--- config.mk ---
export PLATFORM = sky130hd
export DESIGN_NAME = imm_gen_pipe
export DESIGN_NICKNAME = d
export VERILOG_FILES = /design/src/rtl/imm_gen_pipe.sv
export SDC_FILE = /design/constraint.sdc
export NUM_CORES = 1
export LEC_CHECK = 0
export CAP_MARGIN = 20
export CORE_ASPECT_RATIO = 0.7
export CORE_MARGIN = 4
export CORE_UTILIZATION = 45
export CTS_BUF_LIST = sky130_fd_sc_hd__clkbuf_2
export CTS_CLUSTER_SIZE = 12
export DETAILED_ROUTE_END_ITERATION = 16
export GPL_ROUTABILITY_DRIVEN = 1
export PLACE_DENSITY = 0.79
export SLEW_MARGIN = 5
export SYNTH_ARGS = -nofsm -noshare
export SYNTH_HDL_FRONTEND = slang
export SYNTH_SLANG_ARGS = --single-unit
export TNS_END_PERCENT = 100
--- constraint.sdc ---
create_clock -name clk -period 4.86 [get_ports clk]
set_input_delay 0.729 -clock clk [delete_from_list [all_inputs] [get_ports clk]]
set_output_delay 0.729 -clock clk [all_outputs]
set_load 0.03 [all_outputs]
--- src/rtl/imm_gen_pipe.sv ---
`default_nettype none
// ------------------------------------------------------------------------
// imm_gen_pipe : RISC-V immediate generator with 1-cycle registered output
//                and a two-entry valid/ready skid buffer.
// Revision     : 1.0
// ------------------------------------------------------------------------
module imm_gen_pipe #(
  parameter int XLEN  = 32,
  parameter int TAG_W = 32
) (
  input  logic             clk,
  input  logic             rst_n,
  input  logic             flush,
  input  logic             in_valid,
  output logic             in_ready,
  input  logic [31:0]      inst,
  input  logic [2:0]       Imm_src,
  input  logic [TAG_W-1:0] in_tag,
  output logic             out_valid,
  input  logic             out_ready,
  output logic [XLEN-1:0]  imm_ext,
  output logic             imm_err,
  output logic [TAG_W-1:0] out_tag
);

  localparam int         SH_W   = (XLEN == 64) ? 6 : 5;
  localparam logic [2:0] SRC_I  = 3'b000;
  localparam logic [2:0] SRC_S  = 3'b001;
  localparam logic [2:0] SRC_B  = 3'b010;
  localparam logic [2:0] SRC_U  = 3'b011;
  localparam logic [2:0] SRC_J  = 3'b100;
  localparam logic [2:0] SRC_Z  = 3'b101;
  localparam logic [2:0] SRC_SH = 3'b110;

  logic [31:0]      imm32;
  logic             sext_bit;
  logic             illegal;
  logic [XLEN-1:0]  new_imm;

  logic             skid_valid;
  logic [XLEN-1:0]  skid_imm;
  logic             skid_err;
  logic [TAG_W-1:0] skid_tag;

  logic             in_fire;
  logic             out_fire;
  logic             out_valid_n;
  logic             skid_valid_n;
  logic             ld_out_skid;
  logic             ld_out_in;
  logic             ld_skid_in;

  // Opcode bits never feed an immediate; sext_bit is dead in the 32-bit build.
  logic unused_bits;
  assign unused_bits = ^{inst[6:0], sext_bit};

  // Low 32 bits of every format; sext_bit extends the signed ones past bit 31.
  always_comb begin
    imm32    = '0;
    sext_bit = 1'b0;
    illegal  = 1'b0;
    case (Imm_src)
      SRC_I: begin
        imm32    = {{20{inst[31]}}, inst[31:20]};
        sext_bit = inst[31];
      end
      SRC_S: begin
        imm32    = {{20{inst[31]}}, inst[31:25], inst[11:7]};
        sext_bit = inst[31];
      end
      SRC_B: begin
        imm32    = {{19{inst[31]}}, inst[31], inst[7], inst[30:25], inst[11:8], 1'b0};
        sext_bit = inst[31];
      end
      SRC_U: begin
        imm32    = {inst[31:12], 12'b0};
        sext_bit = inst[31];
      end
      SRC_J: begin
        imm32    = {{11{inst[31]}}, inst[31], inst[19:12], inst[20], inst[30:21], 1'b0};
        sext_bit = inst[31];
      end
      SRC_Z: begin
        imm32 = {27'b0, inst[19:15]};
      end
      SRC_SH: begin
        imm32[SH_W-1:0] = inst[20 +: SH_W];
      end
      default: begin
        illegal = 1'b1;
      end
    endcase
  end

  generate
    if (XLEN == 64) begin : g_xlen64
      assign new_imm = {{32{sext_bit}}, imm32};
    end else begin : g_xlen32
      assign new_imm = imm32;
    end
  endgenerate

  assign in_fire  = in_valid && in_ready;
  assign out_fire = out_valid && out_ready;

  always_comb begin
    out_valid_n  = out_valid;
    skid_valid_n = skid_valid;
    ld_out_skid  = 1'b0;
    ld_out_in    = 1'b0;
    ld_skid_in   = 1'b0;
    if (flush) begin
      out_valid_n  = 1'b0;
      skid_valid_n = 1'b0;
    end else if (!out_valid || out_fire) begin
      if (skid_valid) begin
        ld_out_skid = 1'b1;
        out_valid_n = 1'b1;
        if (in_fire) begin
          ld_skid_in = 1'b1;
        end else begin
          skid_valid_n = 1'b0;
        end
      end else if (in_fire) begin
        ld_out_in   = 1'b1;
        out_valid_n = 1'b1;
      end else begin
        out_valid_n = 1'b0;
      end
    end else if (in_fire) begin
      ld_skid_in   = 1'b1;
      skid_valid_n = 1'b1;
    end
  end

  always_ff @(posedge clk or negedge rst_n) begin
    if (!rst_n) begin
      out_valid  <= 1'b0;
      skid_valid <= 1'b0;
      in_ready   <= 1'b1;
    end else begin
      out_valid  <= out_valid_n;
      skid_valid <= skid_valid_n;
      in_ready   <= !skid_valid_n;
    end
  end

  // Loads are gated by the handshake, so OUT holds steady while stalled.
  always_ff @(posedge clk or negedge rst_n) begin
    if (!rst_n) begin
      imm_ext  <= '0;
      imm_err  <= 1'b0;
      out_tag  <= '0;
      skid_imm <= '0;
      skid_err <= 1'b0;
      skid_tag <= '0;
    end else begin
      if (ld_out_skid) begin
        imm_ext <= skid_imm;
        imm_err <= skid_err;
        out_tag <= skid_tag;
      end else if (ld_out_in) begin
        imm_ext <= new_imm;
        imm_err <= illegal;
        out_tag <= in_tag;
      end
      if (ld_skid_in) begin
        skid_imm <= new_imm;
        skid_err <= illegal;
        skid_tag <= in_tag;
      end
    end
  end

endmodule
`default_nettype wire

==> results.py <==
metrics = {
    "clock_network": {
        "clk_pin_slew_ns": 0.19,
        "insertion_delay_ns": 0.64,
        "post_cts_buffers": 0,
        "cts-root-buf": "clkbuf_2",
        "htreeDepth": 4,
        "ctsResizeCount": 0,
        "clock_path_buffers": 2,
        "clock-sinks": 133,
        "hold_buffers": 0,
        "tritoncts": "yes",
        "numCtsBuffers": 17,
    },
    "global_route": {
        "grt_max_degree": 103,
        "grt_overflow": 0,
        "grt_antenna_before_repair": 0,
        "grt_first_pass_wirelength_mm": 25.0,
        "grt_pass1_vias": 4985,
        "grt_usage": 0.200,
    },
    "layout": {
        "mostFrequentLayoutCells": "nand2_1, dfrtp_1, clkdlybuf4s50_1",
        "fill_cells": 1170,
        "fin_area_um2": 7630,
        "drive_above_1_share": 0.0636,
        "layout_commonest_cell": "nand2_1",
        "nets": 876,
        "diodes": 0,
        "area_delta_synth_final_pct": 26.3,
    },
    "sta": {
        "drv_slew": 0,
        "post-route-period-util": 0.543,
        "rsz0062_at_grt": "no",
        "hold_viol_final": 0,
        "tns_ns": 0,
        "max_freq_ghz": 0.379,
        "setup_violations": 0,
        "fin_crit_ns": 2.64,
        "skew_ns": 0.0225,
        "slew_headroom": 0.378,
        "worst_slew_pin_slew_ns": 0.929,
    },
    "setup_path": {
        "worst-path-max-fanout": 3,
        "critPathBufInv": 1,
        "crit_path_end_kind": "output pin",
        "startpoint_type": "flip-flop",
        "max_stage_delay_ns": 0.68,
        "critPathTopFamily": "buffers and inverters",
        "crit_type": "reg2out",
        "rrSetupSlack_ns": 2.67,
        "r2r_cells": 5,
        "r2r_end": "imm_ext[0]",
        "cp.arrival_ns": 1.91,
        "slowest_stage": "clkdlybuf4s50_1",
        "required_ns": 4.13,
        "worstPathCellList": "clkdlybuf4s50_1",
        "r2r_start": "in_ready",
    },
    "routing": {
        "vias": 5220,
        "drtIter0Drc": 473,
        "final_antenna_net_count": 0,
        "routedWlPerCell_um": 15.3,
        "vias_per_cell": 5.31,
        "wl_mm": 15.0,
        "route.detailed.drc": 0,
        "firstDrtPassIters": 5,
    },
    "pwr": {
        "vdd_drop_max_mv": 0.218,
        "p_per_area_nw_per_um2": 391,
        "p_leak_nw": 3.31,
        "power_mw": 2.98,
    },
    "synthesis": {
        "netlist_area_um2": 6040,
        "synth_cells": 697,
        "yosys.area_share.xor_xnor": 0,
        "synth.distinct_cells": 40,
        "synth_simple_gate_area_frac": 0.225,
        "post_synth_fa_ha_maj_area_fraction": 0.00186,
        "postSynthAreaPerCell_um2": 8.67,
        "syn-num-nets": 769,
        "synth_compound_area_frac": 0.170,
        "synth.ff_latch_count": 133,
        "synth_top_family_by_area": "simple AND/OR/NAND/NOR gates",
        "synthMuxAreaShare": 0.00828,
        "ys_warn_count": 0,
        "synth-edff-count": 0,
        "ys_async_sr_fraction": 1.00,
        "synth_ff_type": "dfrtp_1",
        "ys_seq_area_frac": 0.551,
    },
    "place": {
        "port_buffers": 131,
        "post-dp-hpwl_mm": 9.79,
        "post_dp_cell_area_um2": 7400,
        "gp_congestion": 0.790,
    },
    "min_path": {
        "min_path_type": "in2async",
    },
    "floorplanning": {
        "dieArea_um2": 15400,
        "ios": 139,
        "fp.dieW_um": 147,
        "rows": 35,
        "die_h_um": 105,
        "start_util": 0.460,
        "core_um2": 13100,
    },
    "run_status": {
        "status": "completed",
    },
    "job": {
        "maxCapViolations": 0,
    },
}
## layer usage
metal	vias to the layer above	GRT usage	share of wire
li1	2564	-	-
met3	8	0.0464	0.071
met1	2455	0.294	0.47
met2	193	0.299	0.45
met4	0	0.0523	0.0054
met5	-	0	0
## sequential cells by signal, indices dropped and copies added (netlist names)
signal / count
out_valid: 1
skid_imm: 32
out_tag: 32
skid_valid: 1
skid_err: 1
imm_ext: 32
skid_tag: 32
in_ready: 1
imm_err: 1
## cell usage after synthesis (2+ instances only)
cell       count  area share
nand2_1      220        0.14
dfrtp_1      132        0.55
nor2_1        68       0.042
a21oi_1       44       0.036
o21ai_0       42       0.035
a31oi_1       35       0.036
buf_2         30       0.025
clkbuf_1      20       0.012
a211oi_1      18       0.022
nor3_1        14       0.012
o21ai_1       10      0.0083
o22a_1         8       0.012
nand2b_1       7      0.0072
o2bb2ai_1      7       0.010
inv_1          5      0.0031
mux2i_1        5      0.0083
nand3b_1       4      0.0050
nor2b_1        3      0.0031
a21o_1         2      0.0025
buf_1          2      0.0012
nand2b_4       2      0.0046
## logic make-up after synthesis
group / Yosys count
adder cells (fa/ha/maj): 1
multiplexers: 5
AND/OR/NAND/NOR: 328
flip-flops: 133
AO/OA/AOI/OAI: 171
buffers and inverters: 59
## metrics by stage
stage	cells	util	hold slack (ns)	worst slack, ns
floorplan	697	-	0.433	2.97
global placement	951	0.564	0.457	1.67
detailed placement	951	0.564	0.462	1.64
CTS	983	0.581	0.135	2.13
global route	983	0.581	0.143	2.12
finish	983	0.581	0.120	2.22
## report_power, final
group | leakage (nW) | total (mW) | internal (mW) | switching (mW)
sequential | 1.61 | 1.48 | 1.35 | 0.131
clock | 0.127 | 0.639 | 0.231 | 0.408
combinational | 1.57 | 0.862 | 0.364 | 0.498
total | 3.31 | 2.98 | 1.94 | 1.04
## final cells by class
type                    instances  area (um2)  share of cell area
repair buffers                142        1400               0.183
clock inverters                14         138              0.0180
inverters                       5        18.8             0.00246
well taps                     166         208              0.0272
flip-flops and latches        133        3330               0.436
multi-input cells             505        2450               0.321
clock buffers                  18        90.1              0.0118
## how the worst max path moves through the flow
stage / from / to / slack, ns / cells after the start
finish: in_ready / in_ready / 2.22 / 1
global route: in_ready / in_ready / 2.12 / 1
CTS: in_ready / in_ready / 2.13 / 1
detailed placement: Imm_src[1] / skid_imm[30] / 1.64 / 5
global placement: Imm_src[1] / skid_imm[27] / 1.67 / 5
floorplan: flush / imm_ext[4] / 2.97 / 6
No activity file was read; power rests on OpenSTA's default activity.
